**config.mk**
```make
export PLATFORM = sky130hd
export DESIGN_NAME = alu_op_dispatcher
export DESIGN_NICKNAME = d
export VERILOG_FILES = /design/src/rtl/alu_op_dispatcher.sv
export SDC_FILE = /design/constraint.sdc
export NUM_CORES = 1
export LEC_CHECK = 0
export BUFFER_PORTS_ARGS = -buffer_cell sky130_fd_sc_hd__buf_4
export CORE_AREA = 5 5 52 58
export CTS_BUF_LIST = sky130_fd_sc_hd__clkbuf_8
export DETAILED_ROUTE_END_ITERATION = 8
export DIE_AREA = 0 0 57 63
export PLACE_DENSITY = 0.8
export REMOVE_ABC_BUFFERS = 1
export SYNTH_ARGS = -nofsm -noshare
export SYNTH_HDL_FRONTEND = slang
export SYNTH_SLANG_ARGS = --single-unit
```
**constraint.sdc**
```tcl
create_clock -name clk -period 1.4 [get_ports clk]
set_input_delay 0.28 -clock clk [delete_from_list [all_inputs] [get_ports clk]]
set_output_delay 0.28 -clock clk [all_outputs]
set_load 0.03 [all_outputs]
```
**src/rtl/alu_op_dispatcher.sv**
```systemverilog
// Issue/capture sequencer for a bank of enable-gated combinational ALU op blocks.
// Optional macro ALU_PARITY_EN adds a registered rsp_parity output (^rsp_data).
module alu_op_dispatcher #(
  parameter int WIDTH   = 4,
  parameter int NUM_OPS = 4,
  parameter int OP_W    = 2
) (
  input  logic                     clk,
  input  logic                     rst_n,
  input  logic                     cmd_valid,
  output logic                     cmd_ready,
  input  logic [OP_W-1:0]          cmd_op,
  input  logic [WIDTH-1:0]         cmd_a,
  input  logic [WIDTH-1:0]         cmd_b,
  output logic [WIDTH-1:0]         op_a,
  output logic [WIDTH-1:0]         op_b,
  output logic [NUM_OPS-1:0]       op_en,
  input  logic [NUM_OPS*WIDTH-1:0] op_res,
  output logic                     rsp_valid,
  input  logic                     rsp_ready,
  output logic [WIDTH-1:0]         rsp_data,
  output logic                     rsp_zero,
  output logic                     rsp_err
`ifdef ALU_PARITY_EN
  ,
  output logic                     rsp_parity
`endif
);

  typedef enum logic [1:0] {IDLE, DRIVE, CAPT, RESP} state_e;

  state_e               state_q, state_d;
  logic [WIDTH-1:0]     op_a_q, op_a_d;
  logic [WIDTH-1:0]     op_b_q, op_b_d;
  logic [NUM_OPS-1:0]   op_en_q, op_en_d;
  logic                 err_q, err_d;
  logic [WIDTH-1:0]     rsp_data_q, rsp_data_d;
  logic                 rsp_zero_q, rsp_zero_d;
  logic                 rsp_err_q, rsp_err_d;
`ifdef ALU_PARITY_EN
  logic                 rsp_parity_q, rsp_parity_d;
`endif

  logic                 op_ok;
  logic [NUM_OPS-1:0]   en_dec;
  logic [WIDTH-1:0]     res_or;
  logic [WIDTH-1:0]     cap_data;
  logic                 accept;

  assign accept = (state_q == IDLE) && cmd_valid;

  always_comb begin
    op_ok = (int'(cmd_op) < NUM_OPS);
    for (int k = 0; k < NUM_OPS; k++) begin
      en_dec[k] = op_ok && (int'(cmd_op) == k);
    end
  end

  // Disabled blocks drive zero, so OR-ing every slice yields the selected result.
  always_comb begin
    res_or = '0;
    for (int k = 0; k < NUM_OPS; k++) begin
      res_or = res_or | op_res[k*WIDTH +: WIDTH];
    end
    cap_data = err_q ? '0 : res_or;
  end

  always_ff @(posedge clk or negedge rst_n) begin
    if (!rst_n) begin
      state_q <= IDLE;
    end else begin
      state_q <= state_d;
    end
  end

  always_comb begin
    state_d = state_q;
    case (state_q)
      IDLE:    if (cmd_valid) state_d = DRIVE;
      DRIVE:   state_d = CAPT;
      CAPT:    state_d = RESP;
      RESP:    if (rsp_ready) state_d = IDLE;
      default: state_d = IDLE;
    endcase
  end

  always_comb begin
    cmd_ready = (state_q == IDLE);
    rsp_valid = (state_q == RESP);
  end

  always_comb begin
    op_a_d     = op_a_q;
    op_b_d     = op_b_q;
    op_en_d    = op_en_q;
    err_d      = err_q;
    rsp_data_d = rsp_data_q;
    rsp_zero_d = rsp_zero_q;
    rsp_err_d  = rsp_err_q;
`ifdef ALU_PARITY_EN
    rsp_parity_d = rsp_parity_q;
`endif
    if (accept) begin
      op_a_d  = cmd_a;
      op_b_d  = cmd_b;
      op_en_d = en_dec;
      err_d   = !op_ok;
    end else if (state_q == DRIVE) begin
      // Sample the blocks while op_en is still asserted, then release the enable.
      op_en_d    = '0;
      rsp_data_d = cap_data;
      rsp_zero_d = (cap_data == '0);
      rsp_err_d  = err_q;
`ifdef ALU_PARITY_EN
      rsp_parity_d = ^cap_data;
`endif
    end
  end

  always_ff @(posedge clk or negedge rst_n) begin
    if (!rst_n) begin
      op_a_q     <= '0;
      op_b_q     <= '0;
      op_en_q    <= '0;
      err_q      <= 1'b0;
      rsp_data_q <= '0;
      rsp_zero_q <= 1'b0;
      rsp_err_q  <= 1'b0;
`ifdef ALU_PARITY_EN
      rsp_parity_q <= 1'b0;
`endif
    end else begin
      op_a_q     <= op_a_d;
      op_b_q     <= op_b_d;
      op_en_q    <= op_en_d;
      err_q      <= err_d;
      rsp_data_q <= rsp_data_d;
      rsp_zero_q <= rsp_zero_d;
      rsp_err_q  <= rsp_err_d;
`ifdef ALU_PARITY_EN
      rsp_parity_q <= rsp_parity_d;
`endif
    end
  end

  assign op_a     = op_a_q;
  assign op_b     = op_b_q;
  assign op_en    = op_en_q;
  assign rsp_data = rsp_data_q;
  assign rsp_zero = rsp_zero_q;
  assign rsp_err  = rsp_err_q;
`ifdef ALU_PARITY_EN
  assign rsp_parity = rsp_parity_q;
`endif

endmodule

```
==> Word level (Yosys, flattened, before mapping) <==
Cells that the tools add are included.
{ "totals": {"inputBits": 30, "ff_bits": 19, "wordCells": 30} }
{ "classes": {"n_reduce_logical": 7, "mux": 5, "n_bitwise": 4, "eq_ne": 8} }
{ "op_table": {"columns": ["cell", "count"], "rows": [
  ["4-bit OR", 3],
  ["2-bit equality test, second input constant", 4],
  ["4-bit 2-to-1 mux", 2],
  ["2-bit one-hot mux with 4 select lines", 1],
  ["2-bit by 1-bit equality test with 1-bit output, second input constant", 2],
  ["2-bit logical NOT", 2],
  ["4-bit logical NOT", 1],
  ["2-bit 2-to-1 mux", 2],
  ["2-bit AND reduction", 2],
  ["2-bit by 1-bit != test with 1-bit output, second input constant", 1],
  ["2-bit != test, second input constant", 1],
  ["2-bit nonzero test", 1],
  ["1-bit logical AND", 1],
  ["1-bit NOT", 1]
]} }

==> Longest topological paths before layout <==
Gate-level depths: netlist of the first run.
{ "depth": {"ltp_word": 4, "ltp_mapped": 6, "ltp_nobuf": 5} }

==> Worst setup path after synthesis of the first run <==
No wires, ideal clock.
{ "synth_timing": {"kind": "register to register", "start": "register state_q[0]", "end": "register op_b_q[0] (netlist: op_b[0])", "path_slack_ns": -0.179, "t_arrival_ns": 1.455, "n_path_buf": 1, "path_stages_with_launch": 6, "required_time_ns": 1.275, "cell_sequence": "dfrtp_1 -> inv_1 -> ha_1 -> nand2_2 -> buf_6 -> mux2_2"} }
{ "synth_between": {"elab_chain_cells": 2} }
{ "synth_rtl": {"columns": ["item", "line_no", "text"], "rows": [
  ["start, declared", "32", "state_e state_q, state_d;"],
  ["start signal, assigned", "72", "state_q <= state_d;"],
  ["2-bit logical NOT", null, null],
  ["named net cmd_ready", "11", "output logic cmd_ready,"],
  ["1-bit logical AND", "50", "assign accept = (state_q == IDLE) && cmd_valid;"],
  ["end signal, assigned", "134", "op_b_q <= op_b_d;"],
  ["end, declared", "34", "logic [WIDTH-1:0] op_b_q, op_b_d;"]
]} }
The timed path passes the listed nets, and every way through them passes these cells.
A chain may end at the register's enable or synchronous reset.

==> Worst setup path in the final report of the first run <==
{ "layout_timing": {"start": "register state_q[0]", "end": "register rsp_data_q[3] (netlist: rsp_data[3])"} }
{ "layout_between": {"elab_chain_cells": 4} }
{ "layout_rtl": {"columns": ["item", "line_no", "text"], "rows": [
  ["2-bit logical NOT", "50", null],
  ["1-bit logical AND", "50", null],
  ["1-bit NOT (no line)", null, null],
  ["2-bit AND reduction (no line) (*)", null, null],
  ["end signal, assigned", "137", "rsp_data_q <= rsp_data_d;"],
  ["end, declared", "37", "logic [WIDTH-1:0] rsp_data_q, rsp_data_d;"]
]} }
Every way passes the cells marked *; elsewhere a longest branch is shown, timed or not.

==> key figures, run 1 <==
Status
  – Run status: completed

Placement
  – RD Place Congestion: 0.781
  – Inst Count DP: 148
  – DP HPWL: 1740 um
  – Worst slack, placed: -0.0533 ns
  – PortBufs: 48

Timing
  – Min Tclk post-route: 1.39 ns
  – RSZ-0062 raised after global routing: yes
  – Final setup fails: 0
  – Period Utilization, post-route: 99.0%
  – Peak Freq: 722 MHz
  – Final Skew: 0.00604 ns
  – PnR worst setup slack: 0.0141 ns
  – Fin. max-slew vios: 0
  – Hold Slack: 0.226 ns
  – Setup TNS: 0 ns
  – Final hold vios: 0

Synth
  – Top-count cell post-synth: dfrtp_1
  – Warnings, synthesis: 0
  – Synth top area cells: dfrtp_1, mux2_2, ha_1
  – Synth top area share: 55.7%
  – Post-Syn Area: 853 sq um
  – Sequential area share after synthesis: 55.7%
  – Main synth FF type: dfrtp_1
  – Syn Area/Cell: 12.4 sq um
  – Syn Inst Count: 69
  – EDFF count, synth: 0
  – Distinct cells, synth: 23
  – Yosys top cell by area: dfrtp_1
  – Most common library cells after synthesis: dfrtp_1, mux2_2
  – Asr flop ratio synth: 100%
  – Yosys reg bits: 19

Critical path
  – Worst Setup Start Kind: register
  – Worst EP arrival: 1.53 ns
  – Req. time, crit path: 1.55 ns
  – CP Capture Type: register
  – Max FO, Critical Path: 4
  – Kind of critical path: register to register

Global routing
  – First-pass GRT wire length: 3390 um
  – Initial antenna violation count: 0
  – Vias in the first global route: 750
  – Total grt overflow: 0
  – Largest net degree at the start of global routing: 20
  – Gr usage total: 12.0%

Route
  – DR pass1 iterations: 2
  – Via count: 716
  – Final WL: 2150 um
  – Avg WL per Cell: 13.8 um
  – Via-per-instance ratio: 4.62
  – 1st-iter DRT viols: 13
  – # DRC: 0
  – Post-route ant nets: 0

Final layout
  – Final std cells w/o fill: 155
  – Synth-to-layout area growth: 60.6%
  – Final net count: 159
  – # diodes: 0
  – Share of cells above drive strength 1: 60.5%

Clock network
  – Clock sinks: 19
  – CTS root buffer: clkbuf_8
  – CTS tree: done
  – H-tree Lvls: 1
  – Worst-Skew Late Latency: 0.25 ns
  – CTS Buf Count: 3
  – Clock transition at path regs: 0.07 ns
  – Clk buf depth: 2

Floorplan
  – Num rows: 19
  – Die Y: 63 um
  – Die Area: 3590 sq um
  – I/O pins: 50
  – Starting density of the core: 35.2%
  – Die X: 57 um
  – CORE AREA: 2420 sq um

Power
  – Worst VDD drop: 0.00108 V
  – Power density cells: 2100 nW/um^2
  – LEAKAGE: 0.000650 uW

Hold path
  – Worst hold path class: primary input to register

Job
  – Max cap viols: 0
state kept, by name, summed over array words and instances (netlist names):
signal    flops
op_a          4
op_b          4
op_en         4
rsp_data      4
state_q       2
rsp_zero      1
power breakdown:
part	leakage [uW]	switching, uW	internal, uW
clock network	0.0000255	171	197
registers	0.000223	133	772
logic	0.000402	863	740
cells by family (layout without fill, tap and decap cells):
kind of cell             after synthesis  after routing  share of synthesized area [%]
adder cells (fa/ha/maj)                4              4                           5.87
AND/OR/NAND/NOR                       18             18                           13.1
buffers and inverters                  7             62                           4.54
flip-flops                            19             19                           55.7
other                                  1              1                          0.439
multiplexers                           9              9                           11.9
AO/OA/AOI/OAI                         11             11                           8.50
worst max-delay path: stages, from the launching register on:
cell      delay [ns]
dfrtp_1         0.41
buf_4           0.15
ha_4            0.12
nand2b_1        0.06
or4_4           0.43
o21a_1          0.12
cells in the final DEF (no fill, tap or decap), types with 2 or more instances in the layout:
master and instances:
a21oi_1 3, buf_4 50, buf_6 3, clkbuf_8 3, dfrtp_1 19, ha_4 2
inv_1 2, inv_2 2, mux2_2 9, nand2b_1 3, nand3b_1 4, nor2_1 3
nor4_1 3, o21ai_0 3
final cells by class:
class / instances / area (sq um)
well taps: 31 / 38.8
flip-flops and latches: 19 / 475
fillers: 216 / 1050
repair buffers: 54 / 419
clock buffers: 3 / 41.3
inverters: 4 / 15.0
clock inverters: 1 / 5.00
multi-input cells: 43 / 375
per-stage QoR:
stage,utilization (%),area (sq um),power [uW]
after floorplan,-,830,1790
after global placement,51.6,1250,2320
after detailed placement,51.6,1250,2370
after CTS,55.0,1330,2810
after global routing,56.5,1370,3060
final,56.5,1370,2880
final timing paths:
path,from,end,cells after the start,slack (ns)
worst max-delay path,state_q[0],rsp_data[3],5,0.01
worst min-delay path,cmd_op[1],op_en[0],2,0.23
worst max register to register,state_q[0],rsp_data[3],5,0.01
worst min register to register,rsp_data[3],rsp_data[3],1,0.49
max in group asynchronous,rst_n,state_q[0],2,0.75
min in group asynchronous,rst_n,op_en[1],2,0.44
metal layers:
metal	global-route usage, %	share of wire [%]	vias up
met5	0	0	-
met2	22.6	54	31
met1	12.7	35	336
met3	4.34	11	2
met4	1.74	0.33	0
li1	-	-	347
timing repair:
action,in CTS,in global routing
endpoints found under the hold margin,19,0
resized for setup,4,8
hold buffers,1,0
pin swaps,2,1
endpoints found under the setup margin,15,17
buffers inserted,2,0
Note: power is estimated with default switching activity, not from simulation.
==> run 2, diff against run 1 <==
Settings changed: CTS_BUF_LIST sky130_fd_sc_hd__clkbuf_8 to sky130_fd_sc_hd__clkbuf_2 sky130_fd_sc_hd__clkbuf_4 sky130_fd_sc_hd__clkbuf_8.
==> run 2 against run 1 <==
Effect of this change: the run now ends with negative setup slack left; routed wire length increased by 3.4%; count of clock-buffer cells in the layout unchanged; power decreased by 0.50%; via count increased by 1.5%; critical path depth decreased by 2; combinational power increased by 6%; worst hold slack got worse by 0.051 ns; sequential cell count unchanged; global-route usage increased by 0.20 points; non-clock buffer count increased by 1; critical endpoint is now rsp_valid; largest power group unchanged; highest routed layer unchanged.
==> key figures, run 2 (synthesized netlist as in run 1, its figures left out) <==
Critical path
  – FF-to-FF Start: state_q[0]
  – Critical Path Source: state_q[0]
  – CP Capture Type: output port
  – R2R setup slack: 0.02 ns (about the same)
  – Kind of critical path: register to output port
  – Max FO, Critical Path: 3 (-1)
  – Worst EP arrival: 1.15 ns (-0.38 ns)
  – Worst Setup Start Kind: register
  – Req. time, crit path: 1.12 ns (-0.43 ns)

Clock network
  – CTS Buf Count: 3 (unchanged)
  – CTS root buffer: clkbuf_4
  – H-tree Lvls: 1 (unchanged)
  – Clock sinks: 19 (unchanged)
  – CTS tree: done
  – Worst-Skew Late Latency: 0.29 ns (+0.04 ns)
  – Clk buf depth: 2 (unchanged)
  – Clock transition at path regs: 0.11 ns (+0.04 ns)

Hold path
  – Worst hold path class: primary input to register
  – Min-Delay Startpoint: cmd_op[1]

Global routing
  – Initial antenna violation count: 0 (unchanged)
  – Largest net degree at the start of global routing: 20 (unchanged)
  – Vias in the first global route: 788 (+5.1%)
  – Total grt overflow: 0 (unchanged)
  – First-pass GRT wire length: 3460 um (+1.8%)
  – Gr usage total: 12.2% (+0.20 points)

Placement
  – Worst slack, placed: -0.0533 ns (unchanged)
  – RD Place Congestion: 0.781 (unchanged)
  – Inst Count DP: 148 (unchanged)
  – DP HPWL: 1740 um (unchanged)
  – PortBufs: 48 (unchanged)

Route
  – # DRC: 0 (unchanged)
  – Metal3 WL: 230 um (-3.4%)
  – DR pass1 iterations: 4 (+2)
  – Post-route ant nets: 0 (unchanged)
  – DR top layer: met4
  – DR WL met2: 1230 um (+6.7%)
  – Final WL: 2220 um (+3.4%)
  – Via count: 727 (+1.5%)
  – Met1 WL: 752 um (+0.40%)
  – Via-per-instance ratio: 4.66 (+0.89%)
  – 1st-iter DRT viols: 11 (-2)
  – Avg WL per Cell: 14.2 um (+2.7%)

Timing
  – Final hold vios: 0 (unchanged)
  – Peak Freq: 699 MHz (-3.2%)
  – Final setup fails: 2 (+2)
  – RSZ-0062 raised after global routing: yes
  – Setup TNS: -0.0357 ns (-0.0357 ns)
  – PnR worst setup slack: -0.0310 ns (-0.0452 ns)
  – Fin. max-slew vios: 0 (unchanged)
  – Min Tclk post-route: 1.43 ns (+0.0452 ns)
  – Period Utilization, post-route: 102% (+3.2 points)
  – Final Skew: 0.00775 ns (+0.00170 ns)

Job
  – Max cap viols: 0 (unchanged)

Floorplan
  – Die X: 57 um (unchanged)
  – Starting density of the core: 35.2% (unchanged)
  – Die Y: 63 um (unchanged)
  – CORE AREA: 2420 sq um (unchanged)
  – Die Area: 3590 sq um (unchanged)
  – I/O pins: 50 (unchanged)
  – Num rows: 19 (unchanged)

Final layout
  – Share of cells above drive strength 1: 61.6% (+1.1 points)
  – Synth-to-layout area growth: 60.9%
  – Commonest cells after routing, fill and taps aside: buf_4, dfrtp_1, mux2_2
  – # fillers: 214 (-0.93%)
  – Final net count: 160 (+0.63%)
  – Commonest non-fill, non-tap cell in the layout: buf_4
  – Final std cells w/o fill: 156 (+0.65%)
  – # diodes: 0 (unchanged)

Status
  – Run status: finished, violations left
  – Failing checks: negative setup slack

Power
  – LEAKAGE: 0.000655 uW (+0.67%)
  – Total power: 2860 uW (-0.50%)
  – Worst VDD drop: 0.00100 V (-7.1%)
  – Power density cells: 2090 nW/um^2 (-0.68%)
run 2: path summary, 6_finish.rpt:
kind	end	depth (start not counted)
setup / recovery	rsp_valid	3
hold / removal	op_en[0]	2
setup reg to reg	rsp_data[3]	5
hold reg to reg	rsp_data[3]	1
max in group asynchronous	op_a[3]	2
min in group asynchronous	op_en[1]	2
run 2: layer usage:
| metal | track usage (%) | vias to the layer above |
|---|---|---|
| met3 | 4.34 | 2 |
| met1 | 12.0 | 345 |
| met4 | 2.61 | 0 |
| met5 | 0 | - |
| met2 | 23.6 | 31 |
| li1 | - | 349 |
run 2: where the power goes:
part	internal (uW)	switching, uW
Sequential	770	130
Clock	106	167
Combinational	790	899
Total	1670	1200
run 2: worst max-delay path, stage by stage, from the launching register on:
cell	delay, ns
dfrtp_1	0.43
ha_2	0.21
buf_6	0.11
buf_6	0.12
run 2: timing repair:
item,CTS,global route
setup buffers,2,1
hold buffers,1,0
resized for setup,9,6
pin swaps,2,2
setup endpoints to repair,16,8
hold endpoints to repair,19,0
run 2: cell type report:
class | instances | area (sq um) | area share [%]
flip-flops and latches | 19 | 475 | 34.6
repair buffers | 55 | 427 | 31.1
multi-input cells | 43 | 389 | 28.3
well taps | 31 | 38.8 | 2.83
clock buffers | 3 | 22.5 | 1.64
inverters | 4 | 15.0 | 1.09
clock inverters | 1 | 5.00 | 0.365
run 2: stage by stage:
step                hold slack, ns  cell area, sq um  util (%)
floorplan                  -0.0156               830         -
global placement             0.163              1250      51.6
detailed placement           0.167              1250      51.6
CTS                          0.184              1330      55.0
global route                 0.174              1370      56.6
finish                       0.175              1370      56.6
==> run 3, diff against run 2 <==
Settings changed: PLACE_DENSITY 0.8 to 0.76.
==> run 3 against run 2 <==
Effect of this change: the flow still finishes with violations (negative setup slack); register-to-register slack worse by 0.04 ns; sequential power fell by 1%; routed wire length down 7.2%; worst setup slack better by 0.011 ns; count of clock-buffer cells in the layout rose by 1; clock power grew 3%; first-iteration DRC count decreased by 64%; die area unchanged; non-clock buffer count grew 4; critical endpoint is now state_q[1].
==> key figures, run 3 (synthesized netlist as in run 1, its figures left out) <==
Placement
  – DP HPWL: 1590 um (-8.8%)
  – Worst slack, placed: -0.0377 ns (+0.0156 ns)
  – PortBufs: 48 (unchanged)
  – DP Area: 1250 sq um (unchanged)
  – RD Place Congestion: 0.768 (-1.6%)

Clock network
  – Clock transition at path regs: 0.10 ns (about the same)
  – CTS Buf Count: 3 (unchanged)
  – Worst-Skew Late Latency: 0.28 ns (about the same)
  – Clk buf depth: 2 (unchanged)
  – CTS tree: done
  – H-tree Lvls: 1 (unchanged)
  – CTS root buffer: clkbuf_4
  – Clock sinks: 19 (unchanged)

Power
  – LEAKAGE: 0.000677 uW (+3.4%)
  – Worst VDD drop: 0.00156 V (+55%)
  – Power density cells: 2110 nW/um^2 (+1.0%)
  – Total power: 2970 uW (+3.8%)

Floorplan
  – Die X: 57 um (unchanged)
  – Die Y: 63 um (unchanged)
  – Starting density of the core: 35.2% (unchanged)
  – Die Area: 3590 sq um (unchanged)
  – Num rows: 19 (unchanged)
  – CORE AREA: 2420 sq um (unchanged)
  – I/O pins: 50 (unchanged)

Critical path
  – Req. time, crit path: 1.58 ns (+0.46 ns)
  – Critical path buffers and inverters: 1 (-1)
  – Max FO, Critical Path: 3 (unchanged)
  – CP max stage delay: 0.41 ns (-0.02 ns)
  – Worst EP arrival: 1.60 ns (+0.45 ns)
  – Worst-path cell with the longest stage delay: dfrtp_1
  – CP Capture Type: register
  – Kind of critical path: register to register
  – Worst Setup Start Kind: register
  – Crit-path cells: buf_4, ha_4, nor2b_4, a21oi_2, mux2_4
  – Largest delay share family, worst path: flip-flops

Final layout
  – Commonest non-fill, non-tap cell in the layout: buf_4
  – Share of cells above drive strength 1: 62.8% (+1.2 points)
  – Commonest cells after routing, fill and taps aside: buf_4, dfrtp_1, mux2_2
  – Synth-to-layout area growth: 65.2%
  – Finished Cell Area: 1410 sq um (+2.7%)
  – # diodes: 0 (unchanged)
  – Final net count: 164 (+2.5%)

Route
  – DR pass1 iterations: 2 (-2)
  – Via-per-instance ratio: 4.67 (+0.18%)
  – 1st-iter DRT viols: 4 (-7)
  – # DRC: 0 (unchanged)
  – Post-route ant nets: 0 (unchanged)
  – Avg WL per Cell: 12.9 um (-9.5%)
  – Final WL: 2060 um (-7.2%)
  – Via count: 747 (+2.8%)

Status
  – Run status: finished, violations left
  – Failing checks: negative setup slack

Timing
  – Min Tclk post-route: 1.42 ns (-0.0107 ns)
  – Peak Freq: 704 MHz (+0.75%)
  – Fin. max-slew vios: 0 (unchanged)
  – PnR worst setup slack: -0.0203 ns (+0.0107 ns)
  – Period Utilization, post-route: 101% (-0.76 points)
  – Final setup fails: 3 (+1)
  – Final Skew: 0.000806 ns (-0.00694 ns)
  – Final hold vios: 0 (unchanged)
  – RSZ-0062 raised after global routing: yes

Global routing
  – Gr usage total: 12.5% (+0.34 points)
  – Total grt overflow: 0 (unchanged)
  – First-pass GRT wire length: 3590 um (+4.0%)
  – Initial antenna violation count: 0 (unchanged)
  – Vias in the first global route: 841 (+6.7%)
  – Largest net degree at the start of global routing: 20 (unchanged)

Hold path
  – Worst hold path class: primary input to register

Job
  – Max cap viols: 0 (unchanged)
## run 3: metal layers
metal | track usage (%) | vias to the layer above | part of all wire (%)
met5 | 0 | - | 0
met4 | 3.48 | 0 | 0
met3 | 4.96 | 0 | 13
met2 | 22.0 | 36 | 51
met1 | 13.7 | 348 | 37
li1 | - | 363 | -
## run 3: final cells by class
cell class | count | area (sq um)
clock buffer | 4 | 30.0
tap | 31 | 38.8
multi-input combinational | 43 | 387
timing repair buffer | 59 | 464
fill | 210 | 1010
inverter | 4 | 15.0
sequential | 19 | 475
## run 3: repair_timing
item                                    in CTS  in global routing
hold endpoints to repair                    19                  0
gates cloned                                 0                  0
gates resized for setup                     14                  3
pin swaps                                    1                  2
endpoints found under the setup margin       4                 18
buffers inserted                             6                  1
hold buffers                                 1                  0
## run 3: where the power goes
| part | leakage, uW | total [uW] | switching, uW | internal (uW) |
|---|---|---|---|---|
| registers | 0.000223 | 891 | 120 | 771 |
| logic | 0.000436 | 1800 | 925 | 874 |
| clock network | 0.0000184 | 281 | 151 | 130 |
## run 3: worst reg2reg max path: stages (launching register included)
cell and delay, ns:
dfrtp_1 0.41, buf_4 0.16, ha_4 0.16, nor2b_4 0.13, a21oi_2 0.15, mux2_4 0.32
## run 3: final timing paths
check	startpoint	endpoint	slack, ns	cells after the start
setup / recovery	state_q[1]	state_q[1]	-0.02	5
hold / removal	cmd_op[0]	op_en[0]	0.18	2
setup reg to reg	state_q[1]	state_q[1]	-0.02	5
hold reg to reg	rsp_data[3]	rsp_data[3]	0.49	1
max in group asynchronous	rst_n	op_a[3]	0.80	2
min in group asynchronous	rst_n	op_a[1]	0.40	2
## run 3: stage by stage
step | util (%) | hold slack, ns | instances | TNS (ns)
2_1_floorplan | - | -0.0156 | 66 | -1.56
3_3_place_gp | 51.6 | 0.164 | 148 | 0
3_5_place_dp | 51.6 | 0.169 | 148 | -0.0377
4_1_cts | 57.4 | 0.169 | 159 | -0.0545
5_1_grt | 58.2 | 0.160 | 160 | -0.332
6_report | 58.2 | 0.181 | 160 | -0.0564
